<file path="config.mk">
export PLATFORM = sky130hd
export DESIGN_NAME = ssid_lookup_responder
export DESIGN_NICKNAME = d
export VERILOG_FILES = /design/src/rtl/ssid_lookup_responder_pkg.sv /design/src/rtl/ssid_sync_fifo.sv /design/src/rtl/ssid_lookup_responder.sv
export SDC_FILE = /design/constraint.sdc
export NUM_CORES = 1
export LEC_CHECK = 0
export CORE_AREA = 2 2 163 85
export DETAILED_ROUTE_END_ITERATION = 7
export DIE_AREA = 0 0 165 87
export HOLD_SLACK_MARGIN = 0.02
export PLACE_DENSITY = 0.64
export SLEW_MARGIN = 20
export SYNTH_ARGS = -nofsm -noshare
export SYNTH_HDL_FRONTEND = slang
export SYNTH_HIERARCHICAL = 1
export SYNTH_SLANG_ARGS = --single-unit
</file>
<file path="constraint.sdc">
create_clock -name clock -period 8.08 [get_ports clock]
set_input_delay 1.616 -clock clock [delete_from_list [all_inputs] [get_ports clock]]
set_output_delay 1.616 -clock clock [all_outputs]
set_load 0.02 [all_outputs]
</file>
<file path="src/rtl/ssid_lookup_responder_pkg.sv">
// Shared widths and result word layout for the SSID lookup responder.
package ssid_lookup_responder_pkg;

  localparam int unsigned DEF_SSIDBITS = 8;
  localparam int unsigned DEF_DATABITS = 16;
  localparam int unsigned RESULT_W     = DEF_SSIDBITS + DEF_DATABITS;

  // Result word as it leaves the responder: {SSID, data}
  typedef struct packed {
    logic [DEF_SSIDBITS-1:0] ssid;
    logic [DEF_DATABITS-1:0] data;
  } result_t;

endpackage

</file>
<file path="src/rtl/ssid_sync_fifo.sv">
// Synchronous FIFO with occupancy count; any depth >= 1, async active-high reset.
// Read data is forced to zero while empty so downstream outputs stay quiet.
module ssid_sync_fifo #(
  parameter int unsigned WIDTH = 8,
  parameter int unsigned DEPTH = 4
) (
  input  logic                         clock,
  input  logic                         reset,
  input  logic                         push,
  input  logic [WIDTH-1:0]             push_data,
  input  logic                         pop,
  output logic [WIDTH-1:0]             pop_data,
  output logic [$clog2(DEPTH+1)-1:0]   count,
  output logic                         empty
);

  localparam int unsigned PW = (DEPTH > 1) ? $clog2(DEPTH) : 1;
  localparam int unsigned CW = $clog2(DEPTH + 1);

  logic [WIDTH-1:0] mem [DEPTH];
  logic [PW-1:0]    wr_ptr;
  logic [PW-1:0]    rd_ptr;
  logic             do_push;
  logic             do_pop;

  function automatic logic [PW-1:0] bump(input logic [PW-1:0] p);
    return (p == PW'(DEPTH - 1)) ? '0 : PW'(p + 1'b1);
  endfunction

  assign empty    = (count == '0);
  assign do_push  = push && (count < CW'(DEPTH));
  assign do_pop   = pop && !empty;
  assign pop_data = empty ? '0 : mem[rd_ptr];

  // Storage array, written on accepted push
  always_ff @(posedge clock) begin
    if (do_push) mem[wr_ptr] <= push_data;
  end

  // Pointers and occupancy
  always_ff @(posedge clock or posedge reset) begin
    if (reset) begin
      wr_ptr <= '0;
      rd_ptr <= '0;
      count  <= '0;
    end else begin
      if (do_push) wr_ptr <= bump(wr_ptr);
      if (do_pop)  rd_ptr <= bump(rd_ptr);
      if (do_push && !do_pop)      count <= count + 1'b1;
      else if (do_pop && !do_push) count <= count - 1'b1;
    end
  end

endmodule

</file>
<file path="src/rtl/ssid_lookup_responder.sv">
// Responder for the SSID/newAddress stream: queues SSIDs, reads the hit memory,
// returns {SSID, data} on a valid/ready port. Credits sized to the result FIFO
// guarantee memory returns always have room, so memory never sees back-pressure.
// Optional build macro SKIP_EMPTY_EN: memory words equal to zero produce no result.
module ssid_lookup_responder
  import ssid_lookup_responder_pkg::*;
#(
  parameter int unsigned SSIDBITS    = DEF_SSIDBITS,
  parameter int unsigned DATABITS    = DEF_DATABITS,
  parameter int unsigned REQ_DEPTH   = 4,
  parameter int unsigned MEM_LATENCY = 2
) (
  input  logic                clock,
  input  logic                reset,
  input  logic                newAddress,
  input  logic [SSIDBITS-1:0] SSID,
  output logic                storageReady,
  output logic                memReadEn,
  output logic [SSIDBITS-1:0] memReadAddr,
  input  logic [DATABITS-1:0] memReadData,
  output logic                outValid,
  input  logic                outReady,
  output logic [SSIDBITS-1:0] outSSID,
  output logic [DATABITS-1:0] outData,
  output logic                overflow
);

  localparam int unsigned RES_DEPTH = MEM_LATENCY + 1;
  localparam int unsigned RES_W     = SSIDBITS + DATABITS;
  localparam int unsigned REQ_CW    = $clog2(REQ_DEPTH + 1);
  localparam int unsigned RES_CW    = $clog2(RES_DEPTH + 1);
  localparam int unsigned NW        = REQ_CW + 1;
  localparam int unsigned CRED_W    = RES_CW + 1;

  logic                accept;
  logic                req_pop;
  logic [SSIDBITS-1:0] req_head;
  logic [REQ_CW-1:0]   req_count;
  logic                req_empty;

  logic                res_push;
  logic                res_pop;
  logic [RES_W-1:0]    res_word_in;
  logic [RES_W-1:0]    res_word_out;
  logic [RES_CW-1:0]   res_count;
  logic                res_empty;

  logic [MEM_LATENCY-1:0]               pipe_vld;
  logic [MEM_LATENCY-1:0][SSIDBITS-1:0] pipe_ssid;
  logic                                 tail_vld;
  logic                                 skip;
  logic [RES_CW-1:0]                    in_flight;
  logic                                 issue_ok;
  logic [NW-1:0]                        req_next;
  logic                                 ready_d;

  assign accept = newAddress && storageReady;

  ssid_sync_fifo #(.WIDTH(SSIDBITS), .DEPTH(REQ_DEPTH)) u_req_fifo (
    .clock     (clock),
    .reset     (reset),
    .push      (accept),
    .push_data (SSID),
    .pop       (req_pop),
    .pop_data  (req_head),
    .count     (req_count),
    .empty     (req_empty)
  );

  ssid_sync_fifo #(.WIDTH(RES_W), .DEPTH(RES_DEPTH)) u_res_fifo (
    .clock     (clock),
    .reset     (reset),
    .push      (res_push),
    .push_data (res_word_in),
    .pop       (res_pop),
    .pop_data  (res_word_out),
    .count     (res_count),
    .empty     (res_empty)
  );

  assign tail_vld = pipe_vld[MEM_LATENCY-1];

`ifdef SKIP_EMPTY_EN
  assign skip = tail_vld && (memReadData == '0);
`else
  assign skip = 1'b0;
`endif

  assign res_push    = tail_vld && !skip;
  assign res_word_in = {pipe_ssid[MEM_LATENCY-1], memReadData};

  assign outValid           = !res_empty;
  assign res_pop            = outValid && outReady;
  assign {outSSID, outData} = res_word_out;

  assign memReadEn   = req_pop;
  assign memReadAddr = req_pop ? req_head : '0;

  // Issue gating: a slot freed by an output pop or a skipped return is reusable this cycle
  always_comb begin
    in_flight = RES_CW'($countones(pipe_vld));
    issue_ok  = (CRED_W'(in_flight) + CRED_W'(res_count))
              < (CRED_W'(RES_DEPTH) + CRED_W'(res_pop) + CRED_W'(skip));
    req_pop   = !req_empty && issue_ok;
  end

  // Flow control: ready when next-cycle request occupancy leaves room
  always_comb begin
    req_next = NW'(req_count) + NW'(accept) - NW'(req_pop);
    ready_d  = (req_next < NW'(REQ_DEPTH));
  end

  // Read latency shift register carrying the issued SSID to the memory return
  always_ff @(posedge clock or posedge reset) begin
    if (reset) begin
      pipe_vld  <= '0;
      pipe_ssid <= '0;
    end else begin
      pipe_vld  <= MEM_LATENCY'({pipe_vld, req_pop});
      pipe_ssid <= (MEM_LATENCY * SSIDBITS)'({pipe_ssid, req_head});
    end
  end

  // Registered ready and sticky overflow
  always_ff @(posedge clock or posedge reset) begin
    if (reset) begin
      storageReady <= 1'b0;
      overflow     <= 1'b0;
    end else begin
      storageReady <= ready_d;
      if (newAddress && !storageReady) overflow <= 1'b1;
    end
  end

endmodule

</file>
Word-level counts from Yosys, hierarchy flattened
Memories as Yosys holds them, arrays and structs flattened. Cells that the tools add are included.

Magnitude comparators: 4. Equality and inequality tests: 4. Mux-type cells: 15. Add/subtract/negate cells: 13. Reduce and logical (&&, ||, !) cells: 23.

Operator list (number): 24-bit 2-to-1 mux (1); 8-bit 2-to-1 mux (2); 1-bit logical AND (12); 2-bit 2-to-1 mux (6); 2-bit by 1-bit adder with 2-bit output, second input constant (5); 2-bit equality test, second input constant (4); 1-bit zero test (7); 3-bit 2-to-1 mux (2); 3-bit by 1-bit adder with 4-bit output (1); 4-bit by 3-bit < comparator with 1-bit output, second input constant (1); 1-bit 2-to-1 mux (4); 2-bit nonzero test (2); 4-bit by 1-bit subtractor with 4-bit output (1); 2-bit by 1-bit adder with 3-bit output, first input constant (1); 2-bit by 2-bit adder with 3-bit output (1); 3-bit by 1-bit adder with 3-bit output, second input constant (1); 3-bit zero test (1); 3-bit < comparator (1); 3-bit < comparator, second input constant (1); 3-bit by 1-bit subtractor with 3-bit output, second input constant (1); 1-bit by 1-bit adder with 2-bit output (1); 2-bit zero test (1); 2-bit < comparator, second input constant (1); 2-bit by 1-bit subtractor with 2-bit output, second input constant (1).

Output and inout port bits: 36. Word-level logic and storage cells: 72. Memory bits (writable): 104. Memories kept: 2. Register bits: 33.

Memory list: u_res_fifo.mem (words 3, bits a word 24, rd ports 1, clocked after Yosys merged registers in 0, wr ports 1, line ssid_sync_fifo.sv:20) `logic [WIDTH-1:0] mem [DEPTH];`; u_req_fifo.mem (words 4, bits a word 8, rd ports 1, clocked after Yosys merged registers in 0, wr ports 1, line ssid_sync_fifo.sv:20).

Logic depth before layout (Yosys ltp)
Gate-level depths: netlist of the first run.

Depth in word-level cells: 10. Gate-level depth with buffers: 15. Mapped depth without buffers: 15.

Hierarchy
Netlist of the first run, hierarchy kept.

Modules (own cells, without submodules): ssid_sync_fifo (u_res_fifo) (area an instance 3189.3 µm², times used 1, cells each 178, sequential area each 2312.2 µm²); ssid_sync_fifo (u_req_fifo) (area an instance 1655.3 µm², times used 1, cells each 89, sequential area each 1136.1 µm²); ssid_lookup_responder (area an instance 878.3 µm², times used 1, cells each 60, sequential area each 500.5 µm²).

Worst setup path before layout of the first run
Ideal clock, no wire load.

Kind: input port to output port. From: input outReady. To: output memReadAddr[0]. Path buffers: 0. Cell stages on the path: 6. Slack: 3.659 ns. Required time: 6.464 ns. Data arrival time: 2.805 ns. Cells stage by stage: nand2b_4 -> inv_1 -> ha_1 -> o21ai_1 -> a31oi_4 -> nor4b_2.

Cells in the longest elaborated chain, start to end: 5.

Ends and longest elaborated chain: start, declared (line ssid_lookup_responder.sv:22) `input logic outReady,`; 1-bit logical AND (line ssid_lookup_responder.sv:93) `assign res_pop = outValid && outReady;`; named net res_pop (line ssid_lookup_responder.sv:42) `logic res_pop;`; 2-bit by 1-bit adder with 3-bit output (line ssid_lookup_responder.sv:103) `< (CRED_W'(RES_DEPTH) + CRED_W'(res_pop) + CRED_W'(skip));`; 3-bit < comparator (line ssid_lookup_responder.sv:103); 1-bit logical AND (line ssid_lookup_responder.sv:104) `req_pop = !req_empty && issue_ok;`; 8-bit 2-to-1 mux (line ssid_lookup_responder.sv:97) `assign memReadAddr = req_pop ? req_head : '0;`; end, declared (line ssid_lookup_responder.sv:19) `output logic [SSIDBITS-1:0] memReadAddr,`.

The timed path passes the listed nets, and every way through them passes these cells.

Worst setup path in the final report of the first run
From: input outReady. To: output memReadEn.

Cells in the longest elaborated chain, start to end: 4.

Ends and longest elaborated chain: 1-bit logical AND (line ssid_lookup_responder.sv:93); named net res_pop (line ssid_lookup_responder.sv:42); 2-bit by 1-bit adder with 3-bit output (line ssid_lookup_responder.sv:103); 3-bit < comparator (line ssid_lookup_responder.sv:103); 1-bit logical AND (line ssid_lookup_responder.sv:104); end, declared (line ssid_lookup_responder.sv:18) `output logic memReadEn,`.

The timed path passes the listed nets, and every way through them passes these cells.

==> results.json, run 1 <==
{
  "outcome": "finished, final reports clean",
  "routed-via-count": 2898,
  "crit_type": "input port to output pin",
  "synth_top_flop_cell": "edfxtp_1",
  "p_comb_share_pct": 41.0,
  "yosys_warnings": 6,
  "maxCapViolCount": 0,
  "cts.sinks": 137,
  "synth_cell_area_mm2": 0.005723,
  "setup_repair_after_global_routing_missed_its_margin": "false",
  "cp_top_family": "buffers and inverters",
  "setup-tns-final_ns": 0,
  "yosysTopAreaCellShare_pct": 54.57,
  "post-route-drc-count": 0,
  "finalCoreUtilization_pct": 54.36,
  "hpwl_after_detailed_placement_um": 6749,
  "rows": 30,
  "timing.critical_path.fanout_max": 9,
  "num_antenna_cells": 0,
  "crit_path_end_kind": "output pin",
  "cts.hold.buffers_added": 0,
  "p_leak_nw": 2.663,
  "placement.io_buffers": 63,
  "postRouteWirelength_um": 10350,
  "synthArstFlopShare_pct": 24.09,
  "setup_viol": 0,
  "type_of_the_most_critical_hold_path": "flip-flop to flip-flop",
  "cts_tree": "yes",
  "cts.repair.resized": 0,
  "grt_use_total_pct": 15.32,
  "grt_max_degree": 28,
  "number_of_buffers_and_inverters_on_the_critical_path": 3,
  "antenna_left": 0,
  "yosysTopAreaCell": "edfxtp_1",
  "synth_seq_cells": 137,
  "power_frac_clock_pct": 23.7,
  "cts_root_buffer": "clkbuf_16",
  "synth_nets": 370,
  "path_clk_slew_ns": 0.06,
  "dieWidth_um": 165,
  "synth_enable_flop_cells": 104,
  "synth.avg_cell_area_um2": 17.50,
  "first_global_vias": 2988,
  "drive_above_1_share_pct": 21.50,
  "drv_slew": 0,
  "htreeDepth": 4,
  "slowest_stage": "clkdlybuf4s50_1",
  "timing.final.hold_violations": 0,
  "layout-area-overhead-vs-synth_pct": 24.42,
  "timing.critical_path.from_type": "input port",
  "ir_drop_v": 0.0002484,
  "place_congestion": 0.7498,
  "seqPwrFrac_pct": 35.3,
  "p_int_mw": 2.114,
  "post_synthesis_cell_count": 327,
  "max_stage_delay_ns": 0.70,
  "start_util_pct": 43.69,
  "critical-path-top-cell-by-count": "clkdlybuf4s50_1",
  "yosys.cell_types.count": 41,
  "insertion_delay_ns": 0.42,
  "tightestPinTransition_ns": 0.8623,
  "timing.max_slew.rel_slack_pct": 42.33,
  "biggest_area_contributors_in_the_synthesized_netlist": "edfxtp_1 (55%), dfrtp_1 (14%), mux2_4 (4.5%)",
  "clock_tree.buffer_depth": 2,
  "cp_data_arrival_time_ns": 3.99,
  "power_mw": 3.255,
  "critPathRequiredTime_ns": 6.46,
  "detailedRoute.firstPassIterationCount": 4,
  "post_synthesis_sequential_area_ratio_pct": 69.00,
  "min_period_over_period_pct": 69.38,
  "max_clock_freq_mhz": 178.4,
  "area.sequential_mm2": 0.003950,
  "layout.nets": 444,
  "tritoncts_buffers": 17,
  "core_area_mm2": 0.01310,
  "first_iter_violations": 94,
  "via_per_inst": 4.912,
  "cp_num_cells": 8,
  "wire_per_inst_um": 17.54,
  "design.die.area_mm2": 0.01436,
  "critical_path.cell_chain": "clkdlybuf4s50_1, nand2b_4, inv_1, ha_1, o21ai_1, a31oi_4, nor3_2, clkdlybuf4s50_1",
  "multi_input_area_mm2": 0.001618,
  "ioPinCount": 64,
  "hold_path_depth": 0,
  "postCtsSetupRepairBufs": 0,
  "power_density_mw_per_mm2": 457.1,
  "initial_antenna_violation_count": 0,
  "fp.dieH_um": 87,
  "globalRoute.totalOverflow": 0,
  "timing.final.crit_period_ns": 5.606,
  "switching_power_mw": 1.141,
  "timing.clock.skew_ns": 0.01101,
  "timing.reg2reg.worst_path_depth": 13,
  "grt_first_pass_wirelength_um": 15820,
  "fillers": 999,
  "switching_share_pct": 35.04
}
-- through the flow --
| step | hold slack, ns | worst slack [ns] | area [um2] | std cells |
|---|---|---|---|---|
| floorplan | 0.3312 | 3.659 | 5723 | 327 |
| global placement | 0.3366 | 2.528 | 6528 | 558 |
| detailed placement | 0.3363 | 2.493 | 6528 | 558 |
| CTS | 0.3575 | 2.460 | 7121 | 590 |
| global route | 0.3579 | 2.374 | 7121 | 590 |
| finish | 0.3538 | 2.474 | 7121 | 590 |
-- placed cells by master (no fill, tap or decap), types with 2 or more instances in the layout --
master	instances
nand2_1	3
and2_1	5
and2b_1	7
nor4b_2	8
inv_8	2
bufinv_16	2
mux2_2	8
xnor2_1	3
a21o_1	4
o21ai_1	3
dfrtp_1	32
o21ai_0	2
xor2_1	4
mux4_2	8
clkbuf_16	17
nor2b_1	2
mux2_4	17
edfxtp_1	104
nand2b_4	2
nor2_1	28
ha_1	13
fa_1	2
inv_1	19
mux2_1	2
inv_6	5
clkinv_4	2
mux2i_1	24
clkinvlp_4	2
clkdlybuf4s50_1	63
nor3_2	2
buf_4	5
-- worst paths after layout --
| path | from | to | slack (ns) |
|---|---|---|---|
| max | outReady | memReadEn | 2.47 |
| min | pipe_ssid[4]$_DFF_PP0_ | pipe_ssid[12]$_DFF_PP0_ | 0.35 |
| max reg2reg | u_res_fifo/count[0]$_DFFE_PP0P_ | u_req_fifo/count[1]$_DFFE_PP0P_ | 4.56 |
| min reg2reg | pipe_ssid[4]$_DFF_PP0_ | pipe_ssid[12]$_DFF_PP0_ | 0.35 |
| max in group asynchronous | reset | pipe_ssid[5]$_DFF_PP0_ | 5.78 |
| min in group asynchronous | reset | u_res_fifo/wr_ptr[1]$_DFFE_PP0P_ | 1.51 |
-- synthesized netlist by cell type, drive strengths merged (2+ instances only) --
master and n:
nor4b 8, xnor2 3, ha 13, and2b 7, clkbuf 2, nor3b 2
edfxtp 104, nor3 4, nor2b 2, fa 2, and2 5, mux2i 24
o21ai 5, xor2 4, dfrtp 33, buf 11, nand2b 3, mux4 8
nor2 29, mux2 27, inv 19, a21o 4, nand2 3
-- state kept, by name (all words and copies together) (netlist names), 3 cells and up --
register / count
u_req_fifo/count: 3
u_res_fifo/mem: 72
u_req_fifo/mem: 32
pipe_ssid: 16
-- power groups by stage --
stage                     logic (mW)  clock network, mW  registers, mW
after floorplan                0.948                  0           1.08
after global placement          1.32                  0           1.15
after detailed placement        1.35                  0           1.16
after CTS                       1.36              0.789           1.15
after global routing            1.44              0.818           1.18
final                           1.33              0.772           1.15
-- layer usage --
metal	global-route usage [%]	part of all wire, %	up-vias
met1	20.94	49	1477
met4	6.482	1.4	0
met2	23.30	46	47
met3	4.284	3.9	13
met5	0	0	-
li1	-	-	1361
-- kinds of logic after synthesis --
logic type                 Yosys count  synth area share (%)
DFF                                137                 69.00
and+or+nand+nor                     64                 7.630
muxes                               59                 13.77
buffers and inverters               32                 3.060
adders and majority gates           15                 3.542
AOI/OAI and AO/OA                   13                 1.924
xor gates and xnor gates             7                 1.071
-- layout make-up --
| type | count | share of cell area (%) |
|---|---|---|
| clock inverter | 14 | 2.302 |
| inverter | 19 | 1.002 |
| timing repair buffer | 68 | 9.383 |
| clock buffer | 18 | 6.027 |
| tap | 176 | 3.093 |
| multi-input combinational | 158 | 22.72 |
| sequential | 137 | 55.47 |
Note: power is estimated with default switching activity, not from simulation.
==> inputs of run 2 (changes only) <==
Clock period 8.08 ns to 5.2 ns, I/O delays scaled along.
==> run 2 against run 1 <==
Net effect: critical path depth up 2; largest cell class unchanged; highest routed layer unchanged; core utilization fell by 0.067 points; clock skew about the same; critical endpoint unchanged; global-route usage grew 0.32 points; die area unchanged.
==> results.json, run 2 (synthesized netlist as in run 1, its figures left out) <==
{
  "fp.dieH_um": 87,
  "htreeDepth": 4,
  "initial_antenna_violation_count": 0,
  "timing.critical_path.from_type": "flip-flop",
  "multi_input_area_mm2": 0.001618,
  "timing.final.crit_period_ns": 4.321,
  "slowest_stage": "clkdlybuf4s50_1",
  "setup_repair_after_global_routing_missed_its_margin": "false",
  "worstSetupStartpoint": "u_res_fifo/count[0]$_DFFE_PP0P_",
  "cp_data_arrival_time_ns": 3.28,
  "num_antenna_cells": 0,
  "power_density_mw_per_mm2": 707.1,
  "antenna_left": 0,
  "grt_use_total_pct": 15.65,
  "ioPinCount": 64,
  "placement.io_buffers": 63,
  "critPathRequiredTime_ns": 4.16,
  "tritoncts_buffers": 17,
  "critical_path.endpoint": "memReadEn",
  "globalRoute.totalOverflow": 0,
  "timing.max_slew.rel_slack_pct": 43.32,
  "rows": 30,
  "critical_path.reg2reg.endpoint": "u_req_fifo/count[2]$_DFFE_PP0P_",
  "number_of_buffers_and_inverters_on_the_critical_path": 4,
  "cts.sinks": 137,
  "hold_path_depth": 0,
  "wire_per_inst_um": 17.33,
  "type_of_the_most_critical_hold_path": "flip-flop to flip-flop",
  "cts.hold.buffers_added": 0,
  "r2r_setup_slack_ns": 1.67,
  "finalCoreUtilization_pct": 54.29,
  "maxCapViolCount": 0,
  "fillers": 1025,
  "timing.clock.skew_ns": 0.01119,
  "drive_above_1_share_pct": 21.20,
  "cp_top_family": "adder cells",
  "place_congestion": 0.6818,
  "timing.reg2reg.worst_path_depth": 16,
  "setup_viol": 0,
  "layout-area-overhead-vs-synth_pct": 24.27,
  "power_mw": 5.029,
  "start_util_pct": 43.69,
  "cts_tree": "yes",
  "max_stage_delay_ns": 0.54,
  "regMostFlops": "u_res_fifo/mem",
  "largest_reg_flops": 72,
  "timing.critical_path.fanout_max": 9,
  "layout.nets": 445,
  "timing.final.hold_violations": 0,
  "timing.hold.ws_ns": 0.3395,
  "first_iter_violations": 134,
  "outcome": "finished, final reports clean",
  "reg2reg_from": "u_res_fifo/count[0]$_DFFE_PP0P_",
  "area.sequential_mm2": 0.003950,
  "postCtsSetupRepairBufs": 0,
  "cts_root_buffer": "clkbuf_16",
  "via_per_inst": 4.900,
  "hpwl_after_detailed_placement_um": 6758,
  "ir_drop_v": 0.0002793,
  "max_clock_freq_mhz": 231.4,
  "final_common_cell": "edfxtp_1",
  "routed-via-count": 2896,
  "postRouteWirelength_um": 10240,
  "critical_path.cell_chain": "inv_1, fa_1, inv_1, ha_1, ha_1, o21ai_1, a31oi_4, nor3_2, buf_4, clkdlybuf4s50_1",
  "crit_path_end_kind": "output pin",
  "detailedRoute.firstPassIterationCount": 6,
  "grt_first_pass_wirelength_um": 16090,
  "commonest_non_fill_non_tap_cells_in_the_layout": "edfxtp_1 (104), clkdlybuf4s50_1 (63), dfrtp_1 (32)",
  "min_period_over_period_pct": 83.10,
  "p_leak_nw": 2.654,
  "post-route-drc-count": 0,
  "cp_num_cells": 10,
  "core_area_mm2": 0.01310,
  "setup-tns-final_ns": 0,
  "clock_tree.buffer_depth": 2,
  "largestRegisters": "u_res_fifo/mem x72, u_req_fifo/mem x32, pipe_ssid x16",
  "cts.repair.resized": 0,
  "insertion_delay_ns": 0.42,
  "crit_type": "flip-flop to output pin",
  "tightestPinTransition_ns": 0.8475,
  "path_clk_slew_ns": 0.06,
  "dieWidth_um": 165,
  "first_global_vias": 3024,
  "design.die.area_mm2": 0.01436,
  "grt_max_degree": 28,
  "drv_slew": 0
}
[run 2: report_power, final]
| group | internal (mW) | total (mW) | switching, mW |
|---|---|---|---|
| clock | 0.707 | 1.16 | 0.453 |
| combinational | 1.04 | 2.09 | 1.05 |
| sequential | 1.54 | 1.78 | 0.236 |
[run 2: worst register-to-register path, cell delays in order (launching register included)]
cell and delay [ns]:
dfrtp_1 0.48, inv_1 0.10, fa_1 0.43, inv_1 0.06, ha_1 0.22, ha_1 0.28
o21ai_1 0.09, a31oi_4 0.40, nor3_2 0.07, buf_4 0.19, nand2b_4 0.08, ha_1 0.18
inv_1 0.06, fa_1 0.37, xor2_1 0.15, nor2_1 0.12, xor2_1 0.14
[run 2: layout make-up]
| type | instances | share of cell area [%] |
|---|---|---|
| well taps | 176 | 3.096 |
| clock buffers | 18 | 6.034 |
| multi-input cells | 158 | 22.75 |
| clock inverters | 14 | 2.076 |
| flip-flops and latches | 137 | 55.54 |
| inverters | 19 | 1.003 |
| repair buffers | 69 | 9.500 |
[run 2: worst min path at each step]
stage                      startpoint                      end  slack (ns)
2_1_floorplan  pipe_ssid[2]$_DFF_PP0_  pipe_ssid[10]$_DFF_PP0_        0.33
3_3_place_gp   pipe_ssid[6]$_DFF_PP0_  pipe_ssid[14]$_DFF_PP0_        0.33
3_5_place_dp   pipe_ssid[3]$_DFF_PP0_  pipe_ssid[11]$_DFF_PP0_        0.34
4_1_cts        pipe_ssid[5]$_DFF_PP0_  pipe_ssid[13]$_DFF_PP0_        0.34
5_1_grt        pipe_ssid[7]$_DFF_PP0_  pipe_ssid[15]$_DFF_PP0_        0.36
6_report       pipe_ssid[5]$_DFF_PP0_  pipe_ssid[13]$_DFF_PP0_        0.34
[run 2: per-stage QoR]
step           instances  worst slack [ns]  cell area (um2)
2_1_floorplan        327             1.847             5723
3_5_place_dp         559            0.9225             6535
6_report             591            0.8789             7112
5_1_grt              591            0.7144             7112
4_1_cts              591            0.8568             7112
3_3_place_gp         559            0.9672             6535
[run 2: layer usage]
metal  GRT usage [%]  wire (um)  up-vias
li1                -          -     1358
met1           20.97       4909     1469
met2           23.98       4759       57
met3           5.283        454       12
met4           5.771        121        0
met5               0          0        -
==> inputs of run 3 (changes only) <==
Settings changed: PLACE_DENSITY 0.64 to 0.67.
Clock period 5.2 ns to 3.6 ns, I/O delays scaled along.
==> run 3 against run 2 <==
Net effect: core utilization up 0.16 points; clock power increased by 51%; sequential power rose by 45%; global-route usage about the same; flip-flop and latch count did not move; largest cell class unchanged; count of clock-buffer cells in the layout increased by 2; clock skew shrank 0.0025 ns; design area grew 0.30%; non-clock buffer count grew 3.
==> results.json, run 3 (synthesized netlist as in run 1, its figures left out) <==
{
  "setup-tns-final_ns": 0,
  "power_mw": 7.334,
  "cp_data_arrival_time_ns": 2.70,
  "cts_tree": "yes",
  "p_leak_nw": 2.694,
  "regMostFlops": "u_res_fifo/mem",
  "timing.max_slew.rel_slack_pct": 41.16,
  "num_antenna_cells": 0,
  "power_density_mw_per_mm2": 1028,
  "via_per_inst": 4.931,
  "critPathRequiredTime_ns": 2.88,
  "final_common_cell": "edfxtp_1",
  "drive_above_1_share_pct": 23.68,
  "hpwl_after_detailed_placement_um": 6827,
  "tritoncts_buffers": 17,
  "insertion_delay_ns": 0.41,
  "layout.nets": 449,
  "min_period_over_period_pct": 94.86,
  "first_iter_violations": 155,
  "setup_viol": 0,
  "crit_type": "flip-flop to output pin",
  "timing.final.crit_period_ns": 3.415,
  "grt_first_pass_wirelength_um": 16260,
  "timing.final.hold_violations": 0,
  "timing.clock.skew_ns": 0.008674,
  "start_util_pct": 43.69,
  "crit_path_end_kind": "output pin",
  "initial_antenna_violation_count": 0,
  "fp.dieH_um": 87,
  "maxCapViolCount": 0,
  "core_area_mm2": 0.01310,
  "cts.sinks": 137,
  "clock_tree.buffer_depth": 2,
  "type_of_the_most_critical_hold_path": "flip-flop to flip-flop",
  "antenna_left": 0,
  "timing.critical_path.fanout_max": 5,
  "largest_reg_flops": 72,
  "postCtsSetupRepairBufs": 0,
  "tightestPinTransition_ns": 0.8788,
  "post-route-drc-count": 0,
  "ioPinCount": 64,
  "grt_max_degree": 28,
  "drv_slew": 0,
  "layout-area-overhead-vs-synth_pct": 24.64,
  "outcome": "finished, final reports clean",
  "timing.critical_path.from_type": "flip-flop",
  "design.die.area_mm2": 0.01436,
  "place_congestion": 0.7202,
  "detailedRoute.firstPassIterationCount": 4,
  "commonest_non_fill_non_tap_cells_in_the_layout": "edfxtp_1 (104), clkdlybuf4s50_1 (54), dfrtp_1 (31)",
  "max_clock_freq_mhz": 292.8,
  "postRouteWirelength_um": 10440,
  "cts_root_buffer": "clkbuf_16",
  "placement.io_buffers": 63,
  "htreeDepth": 4,
  "rows": 30,
  "first_global_vias": 3067,
  "wire_per_inst_um": 17.57,
  "globalRoute.totalOverflow": 0,
  "routed-via-count": 2929,
  "largestRegisters": "u_res_fifo/mem x72, u_req_fifo/mem x32, pipe_ssid x16",
  "ir_drop_v": 0.0005052,
  "grt_use_total_pct": 15.64,
  "path_clk_slew_ns": 0.06,
  "setup_repair_after_global_routing_missed_its_margin": "false",
  "dieWidth_um": 165
}
## run 3: cell types whose count changed in the layout (fill, tap and decap cells not counted), sizes merged
cell,delta
inv,-3
clkbuf,+11
a31oi,+1
clkinvlp,-2
clkdlybuf4s50,-9
buf,+3
bufinv,+2
## run 3: timing repair
item                                    in CTS  in global routing
cloned                                       0                  1
gates resized for setup                      9                 27
endpoints found under the setup margin       9                 10
hold buffers                                 0                  0
## run 3: layout make-up
cell class | count | area, um2
Fill cell | 1034 | 5967
Sequential cell | 137 | 3951
Multi-Input combinational cell | 159 | 1634
Timing Repair Buffer | 72 | 665.6
Clock buffer | 20 | 436.7
Tap cell | 176 | 220.2
Clock inverter | 11 | 153.9
Inverter | 19 | 71.32
## run 3: report_power, final
part           switching, mW  leakage, nW  internal, mW  total [mW]
Combinational           1.57         1.07          1.44        3.01
Clock                  0.603        0.286          1.14        1.75
Sequential             0.347         1.34          2.23        2.58
Total                   2.52         2.69          4.82        7.33
## run 3: critical path, cell delays in order, from the launching register on
cell      delay [ns]
dfrtp_1         0.34
inv_1           0.06
fa_1            0.44
inv_1           0.09
ha_1            0.24
ha_1            0.29
o21ai_2         0.24
a31oi_4         0.11
nor4b_2         0.27
clkbuf_2        0.21
## run 3: worst paths after layout
kind / start / endpoint / slack (ns) / cells after the start
worst max register to register: u_res_fifo/count[0]$_DFFE_PP0P_ / u_req_fifo/count[1]$_DFFE_PP0P_ / 0.27 / 14
worst max-delay path: u_res_fifo/count[0]$_DFFE_PP0P_ / memReadAddr[3] / 0.18 / 9
worst min register to register: pipe_ssid[3]$_DFF_PP0_ / pipe_ssid[11]$_DFF_PP0_ / 0.34 / 0
min in group asynchronous: reset / u_res_fifo/wr_ptr[1]$_DFFE_PP0P_ / 0.60 / 2
max in group asynchronous: reset / pipe_ssid[12]$_DFF_PP0_ / 2.29 / 2
worst min-delay path: pipe_ssid[3]$_DFF_PP0_ / pipe_ssid[11]$_DFF_PP0_ / 0.34 / 0
## run 3: per-stage QoR
step	setup WS, ns	area (um2)	utilization [%]	std cells	hold WS [ns]
after floorplan	0.2485	5723	-	327	0.3312
after global placement	0.03198	6571	50.16	562	0.3364
after detailed placement	0.004188	6571	50.16	562	0.3347
after CTS	0.03110	7151	54.58	593	0.3432
after global routing	0.01513	7133	54.45	594	0.3494
final	0.1850	7133	54.45	594	0.3377
## run 3: metal layers
| metal | part of all wire, % | GRT usage [%] | wire [um] | vias to the layer above |
|---|---|---|---|---|
| met2 | 45 | 22.65 | 4692 | 65 |
| met4 | 0.83 | 6.087 | 87 | 0 |
| li1 | - | - | - | 1367 |
| met5 | 0 | 0 | 0 | - |
| met3 | 4.6 | 4.712 | 477 | 12 |
| met1 | 50 | 22.31 | 5178 | 1485 |
==> patch: new RTL, config.mk and constraints of run 1 <==
Set the parameter `REQ_DEPTH` to 8 (it was 4).
--- a/src/rtl/ssid_lookup_responder.sv
+++ b/src/rtl/ssid_lookup_responder.sv
@@ -7,7 +7,7 @@
 #(
   parameter int unsigned SSIDBITS    = DEF_SSIDBITS,
   parameter int unsigned DATABITS    = DEF_DATABITS,
-  parameter int unsigned REQ_DEPTH   = 4,
+  parameter int unsigned REQ_DEPTH   = 8,
   parameter int unsigned MEM_LATENCY = 2
 ) (
   input  logic                clock,
Check against the original RTL: not equivalent (Yosys sat finds a counterexample within 10 cycles, from zero or initial values and one cycle with reset high).
==> patch against run 1 <==
Non-clock buffer count grew 6; routed wire length grew 25%; worst setup slack lost 0.23 ns; final area grew 20%; area after synthesis grew 25%; sequential cell count grew 35; total power grew 15%; via count grew 26%; critical path type unchanged.
==> patch: results (changes against run 1) <==
| Metric | Value |
|---|---|
| CTS Root Cell | `clkbuf_16` |
| Cell count after placement | `639 (+15%)` |
| Instance area at placement | `7970 um2 (+22%)` |
| Via count of the first global-routing pass | `3667 (+23%)` |
| Initial drt markers | `236 (+150%)` |
| # diodes | `0 (unchanged)` |
| Sequential-to-total area share from yosys stat | `69.7% (+0.75 points)` |
| Post-synthesis share of cell area spent on xor and xnor gates | `0.735% (-0.34 points)` |
| Post-Route Hold Slack | `0.350 ns (-0.00416 ns)` |
| Inserted Clock Buffers | `17 (unchanged)` |
| Reported leakage power | `3.18 nW (+19%)` |
| Met3 track demand over resource in global routing | `4.14% (-0.14 points)` |
| End of the worst register-to-register path | `u_req_fifo/count[3]` |
| Result of the run | `finished, final reports clean` |
| Endpoint with the worst hold slack | `pipe_ssid[14]` |
| Count of mapped cells out of synthesis | `406 (+24%)` |
| Count of flip-flops with a built-in enable after synthesis | `136 (+31%)` |
| Mux contribution to synthesized area | `14.2% (+0.39 points)` |
| Share of final-layout standard cells stronger than drive strength 1 | `18.0% (-3.5 points)` |
| Count of input and output buffers | `63 (unchanged)` |
| Gp weighted congestion | `0.811 (+8.1%)` |
| Vias after detailed routing | `3653 (+26%)` |
| Maximum VDD drop | `0.288 mV (+16%)` |
| Critical path arrival | `4.22 ns (+0.23 ns)` |
| Global routing usage on met1 | `29.1% (+8.2 points)` |
| Amount of wire on met3 after detailed routing | `739 um (+84%)` |
| Adder-cell share of the synthesized area | `3.19% (-0.36 points)` |
| Hold_sp | `pipe_ssid[6]` |
| Average wire length per cell after detail routing | `19.2 um (+9.6%)` |
| Pre-CTS setup slack | `2.27 ns (-0.225 ns)` |
| Layout net count | `527 (+19%)` |
| Dpl hpwl | `8480 um (+26%)` |
| Met1 wire length | `6100 um (+21%)` |
| Global routing usage summed across all routing layers | `19.4% (+4.1 points)` |
| Pin slew with the least headroom to its limit | `0.952 ns (+0.0899 ns)` |
| Final cell count without fillers | `671 (+14%)` |
| Largest incremental delay on the critical path | `0.72 ns (+0.02 ns)` |
| Slack of the worst reg-to-reg path | `3.62 ns (-0.94 ns)` |
| WL met2 | `6030 um (+26%)` |
| Complex-gate fraction of the synthesized area | `3.31% (+1.4 points)` |
| Unique masters post-synth | `48 (+17%)` |
| Top cells by count, synth | `edfxtp_1 (136), dfrtp_1 (36), nor2_1 (31)` |
| Total nets after synthesis | `451 (+22%)` |
| Wire length of the first global-routing pass | `20300 um (+29%)` |
| Met2 Use GR | `29.4% (+6.1 points)` |
| Clk_skew | `0.0117 ns (+0.000665 ns)` |
| Largest cells by area after synthesis | `edfxtp_1 (57%), dfrtp_1 (13%), mux2_4 (3.8%)` |
| Share of the cycle needed by the critical path after routing | `72.3% (+2.9 points)` |
| Largest registers in the final layout | `u_res_fifo/mem (72), u_req_fifo/mem (64), pipe_ssid (16)` |
| Async set or reset register ratio after synthesis | `20.9% (-3.2 points)` |
| Filler cells | `919 (-8.0%)` |
| Cells on worst reg2reg path | `15 (+2)` |
patch: cell count changes in the layout (fill, tap and decap cells not counted), moves of 7 or more:
| cell | before | now |
|---|---|---|
| a22o_1 | 0 | 8 |
| and2b_1 | 7 | 0 |
| edfxtp_1 | 104 | 136 |
| mux4_1 | 0 | 8 |
| nor3_1 | 1 | 8 |
| nor4b_1 | 0 | 8 |
| nor4b_2 | 8 | 0 |
patch: report_power, final:
part           internal [mW]  total (mW)  switching [mW]
registers               1.20        1.36           0.155
clock network          0.444       0.809           0.366
logic                  0.760        1.57           0.811
total                   2.41        3.74            1.33
patch: layout make-up:
type,instances,area (um2),share of cell area (%)
multi-input combinational,198,1980,23.1
clock buffer,17,425,4.97
inverter,19,71.3,0.833
clock inverter,15,169,1.97
timing repair buffer,74,713,8.33
sequential,172,4990,58.2
tap,176,220,2.57
